--- src/rtl/vram_write_arbiter.sv ---
// ---------------------------------------------------------------------------
// vram_write_arbiter
//
// Shares the single-port image block memory between the VGA display read
// path and a pixel writer. The display always owns the port while it is
// busy. Writer requests are buffered in a small FIFO and committed one per
// cycle only while the display is idle (blanking). The display path goes
// straight through to the memory with no added latency.
//
// Ports:
//   clk         25 MHz pixel clock
//   rst         asynchronous, active-high reset
//   disp_busy   1 = display owns the memory port this cycle
//   disp_addr   display read address
//   wr_valid    writer request valid
//   wr_ready    FIFO can accept a request (combinational from level)
//   wr_addr     write address
//   wr_data     write pixel (4:4:4 RGB)
//   err_clr     clears range_err on the next edge
//   mem_addr    to block memory addra
//   mem_we      to block memory wea
//   mem_din     to block memory dina
//   fifo_level  number of buffered entries
//   range_err   sticky flag: an out-of-range write was dropped
//   wr_done     count of committed writes, wraps modulo 2^16
// ---------------------------------------------------------------------------
module vram_write_arbiter #(
  parameter int ADDR_W     = 17,
  parameter int DATA_W     = 12,
  parameter int MEM_DEPTH  = 76800,
  parameter int FIFO_DEPTH = 4,
  parameter int LVL_W      = 3
) (
  input  logic              clk,
  input  logic              rst,
  input  logic              disp_busy,
  input  logic [ADDR_W-1:0] disp_addr,
  input  logic              wr_valid,
  output logic              wr_ready,
  input  logic [ADDR_W-1:0] wr_addr,
  input  logic [DATA_W-1:0] wr_data,
  input  logic              err_clr,
  output logic [ADDR_W-1:0] mem_addr,
  output logic              mem_we,
  output logic [DATA_W-1:0] mem_din,
  output logic [LVL_W-1:0]  fifo_level,
  output logic              range_err,
  output logic [15:0]       wr_done
);

  // Pointers are one bit narrower than the level; FIFO_DEPTH is a power of
  // two, so they wrap modulo FIFO_DEPTH simply by overflowing.
  localparam int PTR_W = LVL_W - 1;

  logic [ADDR_W-1:0] fifo_addr_q [FIFO_DEPTH];
  logic [ADDR_W-1:0] fifo_addr_d [FIFO_DEPTH];
  logic [DATA_W-1:0] fifo_data_q [FIFO_DEPTH];
  logic [DATA_W-1:0] fifo_data_d [FIFO_DEPTH];

  logic [PTR_W-1:0] rd_ptr_q, rd_ptr_d;
  logic [PTR_W-1:0] wr_ptr_q, wr_ptr_d;
  logic [LVL_W-1:0] level_q, level_d;
  logic             range_err_q, range_err_d;
  logic [15:0]      wr_done_q, wr_done_d;

  logic push;
  logic push_store;
  logic push_drop;
  logic addr_in_range;
  logic commit;

  // Handshake and commit decisions. wr_ready looks only at the registered
  // level, so a full FIFO refuses a request even in a cycle that pops
  // (no bypass path from the pop into the ready signal).
  always_comb begin
    wr_ready      = !rst && (level_q < LVL_W'(FIFO_DEPTH));
    push          = wr_valid && wr_ready;
    addr_in_range = wr_addr < ADDR_W'(MEM_DEPTH);
    push_store    = push && addr_in_range;
    push_drop     = push && !addr_in_range;
    commit        = !disp_busy && (level_q != '0);
  end

  // Memory port mux. The display address passes straight through whenever
  // no write is being committed, so the read path sees zero extra latency.
  // Data is forced to zero when not writing to keep the bus quiet.
  always_comb begin
    mem_addr = disp_addr;
    mem_we   = 1'b0;
    mem_din  = '0;
    if (commit) begin
      mem_addr = fifo_addr_q[rd_ptr_q];
      mem_we   = 1'b1;
      mem_din  = fifo_data_q[rd_ptr_q];
    end
  end

  // Next-state for the FIFO storage, pointers and level. A push and a pop
  // in the same cycle leave the level unchanged; the pop always takes the
  // old head, and the new entry only becomes committable on the following
  // cycle because the head is read from registered storage.
  always_comb begin
    fifo_addr_d = fifo_addr_q;
    fifo_data_d = fifo_data_q;
    wr_ptr_d    = wr_ptr_q;
    rd_ptr_d    = rd_ptr_q;
    level_d     = level_q;

    if (push_store) begin
      fifo_addr_d[wr_ptr_q] = wr_addr;
      fifo_data_d[wr_ptr_q] = wr_data;
      wr_ptr_d              = wr_ptr_q + 1'b1;
    end

    if (commit) begin
      rd_ptr_d = rd_ptr_q + 1'b1;
    end

    case ({push_store, commit})
      2'b10:   level_d = level_q + 1'b1;
      2'b01:   level_d = level_q - 1'b1;
      default: level_d = level_q;
    endcase
  end

  // Sticky range error and committed-write counter. A bad push on the same
  // edge as err_clr keeps the flag set so no error is ever lost.
  always_comb begin
    range_err_d = range_err_q;
    if (push_drop) begin
      range_err_d = 1'b1;
    end else if (err_clr) begin
      range_err_d = 1'b0;
    end

    wr_done_d = wr_done_q;
    if (commit) begin
      wr_done_d = wr_done_q + 16'd1;
    end
  end

  // State registers. Reset discards every pending entry immediately, which
  // also drops mem_we in the same cycle since commit depends on the level.
  always_ff @(posedge clk or posedge rst) begin
    if (rst) begin
      for (int i = 0; i < FIFO_DEPTH; i++) begin
        fifo_addr_q[i] <= '0;
        fifo_data_q[i] <= '0;
      end
      rd_ptr_q    <= '0;
      wr_ptr_q    <= '0;
      level_q     <= '0;
      range_err_q <= 1'b0;
      wr_done_q   <= '0;
    end else begin
      fifo_addr_q <= fifo_addr_d;
      fifo_data_q <= fifo_data_d;
      rd_ptr_q    <= rd_ptr_d;
      wr_ptr_q    <= wr_ptr_d;
      level_q     <= level_d;
      range_err_q <= range_err_d;
      wr_done_q   <= wr_done_d;
    end
  end

  always_comb begin
    fifo_level = level_q;
    range_err  = range_err_q;
    wr_done    = wr_done_q;
  end

endmodule

--- config.mk ---
export PLATFORM = sky130hd
export DESIGN_NAME = vram_write_arbiter
export DESIGN_NICKNAME = d
export VERILOG_FILES = /design/src/rtl/vram_write_arbiter.sv
export SDC_FILE = /design/constraint.sdc
export NUM_CORES = 1
export LEC_CHECK = 0
export CAP_MARGIN = 10
export CORE_AREA = 2 2 150 152
export CTS_BUF_LIST = sky130_fd_sc_hd__clkbuf_16
export DETAILED_ROUTE_END_ITERATION = 10
export DIE_AREA = 0 0 152 154
export DONT_BUFFER_PORTS = 1
export SYNTH_ARGS = -nofsm -noshare
export SYNTH_HDL_FRONTEND = slang
export SYNTH_SLANG_ARGS = --single-unit
export TNS_END_PERCENT = 30
--- constraint.sdc ---
create_clock -name clk -period 15.4 [get_ports clk]
set_clock_uncertainty 0.15 [all_clocks]
set_input_delay 3.08 -clock clk [delete_from_list [all_inputs] [get_ports clk]]
set_output_delay 3.08 -clock clk [all_outputs]
set_load 0.03 [all_outputs]
======== Yosys cells after proc, flatten, opt, wreduce, memory -nomap -nowiden ========
Index checks and enable logic that the tools add are counted.
word-level totals
  register bits after elaboration ......... 140
  input bits .............................. 51
  output and inout bits ................... 51
  word-level logic and storage cells ...... 57
operators by class
  add/subtract/negate cells ............... 5
  order comparisons ....................... 5
  equal/unequal tests ..................... 2
  muxes and demuxes ....................... 18
  bitwise operators ....................... 2
  reduce and logical (&&, ||, !) cells .... 12
operator list
  operator               count
  $bwmux 68              1
  $mux 17                4
  $bwmux 48              1
  $mux 12                4
  $bmux 17 s2            1
  $demux 17 s2           1
  $bmux 12 s2            1
  $demux 12 s2           1
  $lt 17x17->1 const B   1
  $add 16x1->16 const B  1
  $ge 3x3->1 const B     2
  $logic_and 1x1->1      6
  $not 2->3              2
  $pmux 3 s2             1
  $add 2x1->2 const B    2
  $reduce_bool 2->1      2
  $add 3x1->3 const B    1
  $logic_not 1->1        3
  $lt 3x1->1 const B     1
  $lt 3x3->1 const B     1
  $mux 1                 3
  $reduce_bool 3->1      1
  $sub 3x1->3 const B    1
  $eq 2x1->1 const B     1
  $eq 2x2->1 const B     1

======== Depth between registers and ports, before layout ========
Gate-level depths: netlist of run 1.
  depth in word-level cells ............... 6
  depth in mapped cells ................... 9
  gate-level depth less buffers ........... 9

======== Least setup slack after synthesis of run 1 ========
OpenSTA, ideal clock, no wires.
  path type ............................... input to output
  start point ............................. input port disp_busy
  end point ............................... output port mem_din[10]
  arrival ................................. 4236 ps
  data required time ...................... 12170 ps
  slack ................................... 7934 ps
  stages on the path ...................... 3
  buffers on the path ..................... 1
  cell sequence ........................... nor2_1 -> clkbuf_1 -> and2_1
between the ends
  longest elaborated chain between the ends .. 3
RTL lines
  what                line  source
  start: declaration  36    input logic disp_busy,
  $logic_not 1->1     81    commit = !disp_busy && (level_q != '0);
  $logic_and 1x1->1   81
  $mux 12             91    if (commit) begin
  end: declaration    45    output logic [DATA_W-1:0] mem_din,
No other way between the ends.

======== Final worst setup path of run 1 ========
  start point ............................. input port disp_busy
  end point ............................... output port mem_addr[0]
between the ends
  longest elaborated chain between the ends .. 3
RTL lines
  what               line  source
  $logic_not 1->1    81
  $logic_and 1x1->1  81
  $mux 17            91
  end: declaration   43    output logic [ADDR_W-1:0] mem_addr,
No other way between the ends.

==> results of run 1 <==
logic make-up after synthesis:
family,after synthesis,synth area share
compound gates,6,0.009082
xor+xnor,21,0.02840
fa+ha+maj,7,0.01468
buf+inv,31,0.02531
flops,140,0.5410
mux,164,0.3412
simple gates,48,0.04038
registers in the layout, indices dropped and copies added (netlist names):
register     count
range_err        1
wr_ptr_q         2
fifo_addr_q     68
rd_ptr_q         2
fifo_data_q     48
fifo_level       3
wr_done         16
worst max-delay path, stage by stage:
cell and delay (ns):
nor2_4 0.45, buf_4 0.42, mux2_2 0.46
worst paths after layout:
check | cells after the start | from | end
setup / recovery | 3 | disp_busy | mem_addr[0]
hold / removal | 1 | fifo_data_q[31]$_DFFE_PP0P_ | fifo_data_q[31]$_DFFE_PP0P_
setup reg to reg | 4 | fifo_level[2]$_DFFE_PP0P_ | fifo_data_q[41]$_DFFE_PP0P_
hold reg to reg | 1 | fifo_data_q[31]$_DFFE_PP0P_ | fifo_data_q[31]$_DFFE_PP0P_
max in group asynchronous | 2 | rst | rd_ptr_q[1]$_DFFE_PP0N_
min in group asynchronous | 1 | rst | wr_done[15]$_DFFE_PP0N_
metrics by stage:
step,setup slack [ns],hold slack [ns],util,total power [mW],area (µm²)
after global routing,7.615,0.3631,0.3403,1.733,7380
after detailed placement,7.675,0.3397,0.3111,1.206,6748
final,7.746,0.3493,0.3403,1.632,7380
after global placement,7.706,0.3184,0.3111,1.171,6748
after floorplan,7.934,0.3094,-,1.092,6476
after CTS,7.669,0.3523,0.3403,1.661,7380
per-layer routing:
| layer | up-vias | routed length (µm) | track usage |
|---|---|---|---|
| met2 | 81 | 7339 | 0.2220 |
| met3 | 5 | 697 | 0.04651 |
| met1 | 1887 | 5959 | 0.1520 |
| met4 | 0 | 92 | 0.03115 |
| li1 | 1516 | - | - |
| met5 | - | 0 | 0 |
area by class of cell:
class                   count  area (µm²)  area share
clock buffers              17       425.4     0.05765
clock inverters            15       206.4     0.02798
inverters                  10       42.54    0.005765
multi-input cells         246        2826      0.3830
flip-flops and latches    140        3506      0.4751
well taps                 280       350.3     0.04747
repair buffers              3       22.52    0.003052
power by group:
part / total, mW / switching (mW) / internal, mW
combinational: 0.512 / 0.231 / 0.280
clock: 0.444 / 0.159 / 0.285
sequential: 0.676 / 0.147 / 0.529
total: 1.63 / 0.537 / 1.09
Yosys cell counts (all sizes together), types with 5 or more instances:
| master | n | share of area |
|---|---|---|
| nor2 | 6 | 0.0035 |
| buf | 11 | 0.014 |
| and2 | 12 | 0.012 |
| mux2 | 134 | 0.24 |
| clkbuf | 10 | 0.0058 |
| inv | 10 | 0.0058 |
| nor3 | 5 | 0.0039 |
| dfrtp | 140 | 0.54 |
| mux4 | 29 | 0.10 |
| nand2 | 10 | 0.0058 |
| xnor2 | 7 | 0.0095 |
| ha | 6 | 0.012 |
| xor2 | 14 | 0.019 |
==> impl_metrics.py, run 1 <==
metrics = {
    "logic_synthesis": {
        "syn_nets": 475,
        "syn_area_um2": 6476,
        "synth_cells": 417,
        "ys_types": 34,
        "synth_top_flop_cell": "dfrtp_1",
        "yosysSeqAreaShare": 0.5410,
        "ys_seq_elements": 140,
        "syn_avg_cell_area_um2": 15.53,
        "synth_edf_count": 0,
        "synthArstFlopShare": 1.000,
        "yosysWarnings": 0,
    },
    "pwr": {
        "power.density_nw_per_um2": 221.1,
        "leakagePower_nw": 3.289,
        "vdd_drop_max_v": 0.00008263,
    },
    "die": {
        "dieHeight_um": 154,
        "die-width_um": 152,
        "start_util": 0.2986,
        "die_area_um2": 23410,
        "fp.coreArea_um2": 21690,
        "io_pins": 102,
        "row_count": 54,
    },
    "detailed_routing": {
        "via_count": 3489,
        "route.detailed.drc": 0,
        "ant_nets": 0,
        "wl_mm": 14.09,
        "viasPerCell": 4.907,
        "wire_per_inst_um": 19.82,
        "first_pass_iters": 4,
        "drtIter0Drc": 97,
    },
    "sta": {
        "fmax_mhz": 130.7,
        "maxSlewViolCount": 0,
        "finalCritPeriodShare": 0.4970,
        "hold_viol_final": 0,
        "relSlewSlack": 0.2838,
        "tightest_slew_ns": 1.071,
        "setup_viol": 0,
        "rsz0062_at_grt": "false",
        "period_needed_ns": 7.654,
        "final.setup.tns_ns": 0,
    },
    "placed_design": {
        "place_hpwl_mm": 8.692,
        "gp_congestion": 0.7195,
        "port_buffers": 0,
        "dp_cells": 679,
    },
    "worst_setup_path": {
        "end_kind": "output pin",
        "startpoint_type": "primary input",
        "worstSetupPathType": "in -> out",
        "crit_fanout": 19,
        "r2r_slack_ns": 12.26,
        "cp.required_ns": 12.17,
        "arrival_ns": 4.42,
    },
    "min_path": {
        "min-delay-path-class": "reg -> reg",
    },
    "global_routing": {
        "grt_pass1_wl_mm": 22.83,
        "grt_use_total": 0.1281,
        "grt_pass1_vias": 3977,
        "grt_overflow": 0,
        "grt_max_degree": 84,
        "antenna_found_initial": 0,
    },
    "finish": {
        "final_common_cell": "dfrtp_1",
        "n_fill_cell": 2062,
        "drive_gt1_frac": 0.4640,
        "n_antenna_cell": 0,
        "final_cell_mix": "dfrtp_1 (138), mux2_2 (121), mux4_2 (29), clkbuf_16 (17), xor2_1 (14)",
        "nets": 476,
        "syn_to_final_growth_pct": 13.95,
        "layout.cells.non_filler": 711,
    },
    "cts": {
        "cts-resized-gates": 0,
        "cts_hold_buf": 0,
        "clockBufferDepth": 2,
        "insertion_delay_ns": 0.40,
        "cts_buffers": 17,
        "cts_sinks": 140,
        "cts_tree": "built",
        "cts-htree-levels": 4,
        "cts.root.buffer_cell": "clkbuf_16",
        "post-cts-setup-buffers": 0,
        "path_clk_slew_ns": 0.06,
    },
    "run": {
        "cap_viol_max_count": 0,
    },
    "run_status": {
        "status": "finished, final reports clean",
    },
}
Note: power is estimated with default switching activity, not from simulation.
==> run 2, diff against run 1 <==
==> constraint.sdc (replaced) <==
create_clock -name clk -period 7.5 [get_ports clk]
set_clock_uncertainty 0.15 [all_clocks]
set_input_delay 1.5 -clock clk [delete_from_list [all_inputs] [get_ports clk]]
set_output_delay 1.5 -clock clk [all_outputs]
set_load 0.03 [all_outputs]
==> run 2 against run 1 <==
- utilization about the same
- via count down 0.60%
- largest cell class unchanged
- largest power group unchanged
- critical endpoint unchanged
- sequential share of layout area about the same
==> impl_metrics.py, run 2 (synthesis results as in run 1) <==
metrics = {
    "placed_design": {
        "dp_cells": 679,
        "gp_congestion": 0.7088,
        "place_hpwl_mm": 8.722,
        "place_ws_ns": 2.909,
        "port_buffers": 0,
    },
    "sta": {
        "tightest_slew_ns": 1.103,
        "fmax_mhz": 219.8,
        "relSlewSlack": 0.2622,
        "finalCritPeriodShare": 0.6065,
        "maxSlewViolCount": 0,
        "final.setup.tns_ns": 0,
        "worst_slack_ns": 2.951,
        "hold_viol_final": 0,
        "setup_viol": 0,
        "period_needed_ns": 4.549,
        "rsz0062_at_grt": "false",
    },
    "detailed_routing": {
        "wire_per_inst_um": 19.87,
        "wl_mm": 14.13,
        "ant_nets": 0,
        "drtIter0Drc": 125,
        "viasPerCell": 4.878,
        "via_count": 3468,
        "first_pass_iters": 4,
        "route.detailed.drc": 0,
    },
    "global_routing": {
        "grt_max_degree": 84,
        "grtUsageMet2": 0.2141,
        "grt_use_total": 0.1252,
        "grt_pass1_vias": 3959,
        "grt_use_met3": 0.04256,
        "grt_overflow": 0,
        "use_met1": 0.1526,
        "grt_pass1_wl_mm": 22.49,
        "busiest_layer": "met2",
        "antenna_found_initial": 0,
    },
    "die": {
        "start_util": 0.2986,
        "die-width_um": 152,
        "row_count": 54,
        "io_pins": 102,
        "die_area_um2": 23410,
        "dieHeight_um": 154,
        "fp.coreArea_um2": 21690,
    },
    "cts": {
        "cts.root.buffer_cell": "clkbuf_16",
        "clockBufferDepth": 2,
        "cts_sinks": 140,
        "cts_tree": "built",
        "path_clk_slew_ns": 0.06,
        "cts-htree-levels": 4,
        "cts-resized-gates": 0,
        "cts_buffers": 17,
        "cts_hold_buf": 0,
        "insertion_delay_ns": 0.41,
        "post-cts-setup-buffers": 0,
    },
    "pwr": {
        "leakagePower_nw": 3.290,
        "vdd_drop_max_v": 0.0001482,
        "clockPowerShare": 0.270,
        "p_seq_frac": 0.418,
        "combPwrFrac": 0.311,
        "internal_power_mw": 2.247,
        "power.density_nw_per_um2": 454.2,
        "swShare": 0.3294,
        "switchingPower_mw": 1.104,
    },
    "min_path": {
        "min-delay-path-class": "reg -> reg",
        "min_delay_path_depth": 1,
        "min_to": "fifo_addr_q[7]$_DFFE_PP0P_",
        "min-delay-start": "fifo_addr_q[7]$_DFFE_PP0P_",
    },
    "worst_setup_path": {
        "r2r-start": "fifo_level[2]$_DFFE_PP0P_",
        "crit_fanout": 19,
        "end_kind": "output pin",
        "arrival_ns": 2.90,
        "worstSetupPathType": "reg -> out",
        "cp.required_ns": 5.85,
        "startpoint_type": "register",
        "reg2reg_depth": 4,
        "r2r-end": "fifo_addr_q[58]$_DFFE_PP0P_",
        "r2r_slack_ns": 4.35,
    },
    "finish": {
        "final_common_cell": "dfrtp_1",
        "layout.cells.non_filler": 711,
        "final_cell_mix": "dfrtp_1 (138), mux2_2 (121), mux4_2 (29), clkbuf_16 (17), xor2_1 (14)",
        "n_antenna_cell": 0,
        "nets": 476,
        "drive_gt1_frac": 0.4640,
        "syn_to_final_growth_pct": 13.91,
        "largest_register_ff_count": 68,
        "top_register": "fifo_addr_q",
        "post-route-util": 0.3401,
    },
    "run": {
        "cap_viol_max_count": 0,
    },
    "run_status": {
        "status": "finished, final reports clean",
    },
}
==> run 2: worst max path at each step <==
stage                              start                          to  slack (ns)  cells after the start
6_report       fifo_level[0]$_DFFE_PP0P_                 mem_addr[0]        2.95                      4
5_1_grt        fifo_level[0]$_DFFE_PP0P_                 mem_addr[1]        2.74                      4
4_1_cts        fifo_level[0]$_DFFE_PP0P_                 mem_addr[1]        2.85                      4
3_5_place_dp                   disp_busy                 mem_addr[1]        2.91                      3
3_3_place_gp                   disp_busy                 mem_addr[1]        2.93                      3
2_1_floorplan                        rst  fifo_addr_q[0]$_DFFE_PP0P_        2.10                      1
==> run 2: power by group through the flow <==
stage / combinational, mW / sequential [mW] / clock (mW)
CTS: 1.07 / 1.40 / 0.931
detailed placement: 1.06 / 1.42 / 0
global placement: 1.03 / 1.38 / 0
global route: 1.13 / 1.45 / 0.968
finish: 1.04 / 1.40 / 0.906
floorplan: 0.960 / 1.28 / 0
==> run 2: worst max-delay path: stages, from the launching register on <==
cell	delay (ns)
dfrtp_1	0.52
nor3_1	0.90
nor2_4	0.30
buf_4	0.36
mux2_2	0.40
==> run 2: through the flow <==
| stage | hold WS, ns | power (mW) | area (µm²) |
|---|---|---|---|
| final | 0.3498 | 3.351 | 7377 |
| after global routing | 0.3573 | 3.543 | 7377 |
| after CTS | 0.3518 | 3.400 | 7377 |
| after detailed placement | 0.3381 | 2.476 | 6748 |
| after global placement | 0.3187 | 2.404 | 6748 |
| after floorplan | 0.3094 | 2.242 | 6476 |
==> run 2: per-layer routing <==
metal,wire (µm),vias to the layer above,share of wire
met3,600,11,0.042
met1,6100,1871,0.43
met2,7291,69,0.52
li1,-,1517,-
met4,139,0,0.0098
met5,0,-,0
==> run 2: cell type report <==
| cell class | instances | area [µm²] |
|---|---|---|
| inverters | 10 | 42.54 |
| clock inverters | 15 | 203.9 |
| well taps | 280 | 350.3 |
| multi-input cells | 246 | 2826 |
| repair buffers | 3 | 22.52 |
| clock buffers | 17 | 425.4 |
| fillers | 2061 | 14310 |
| flip-flops and latches | 140 | 3506 |
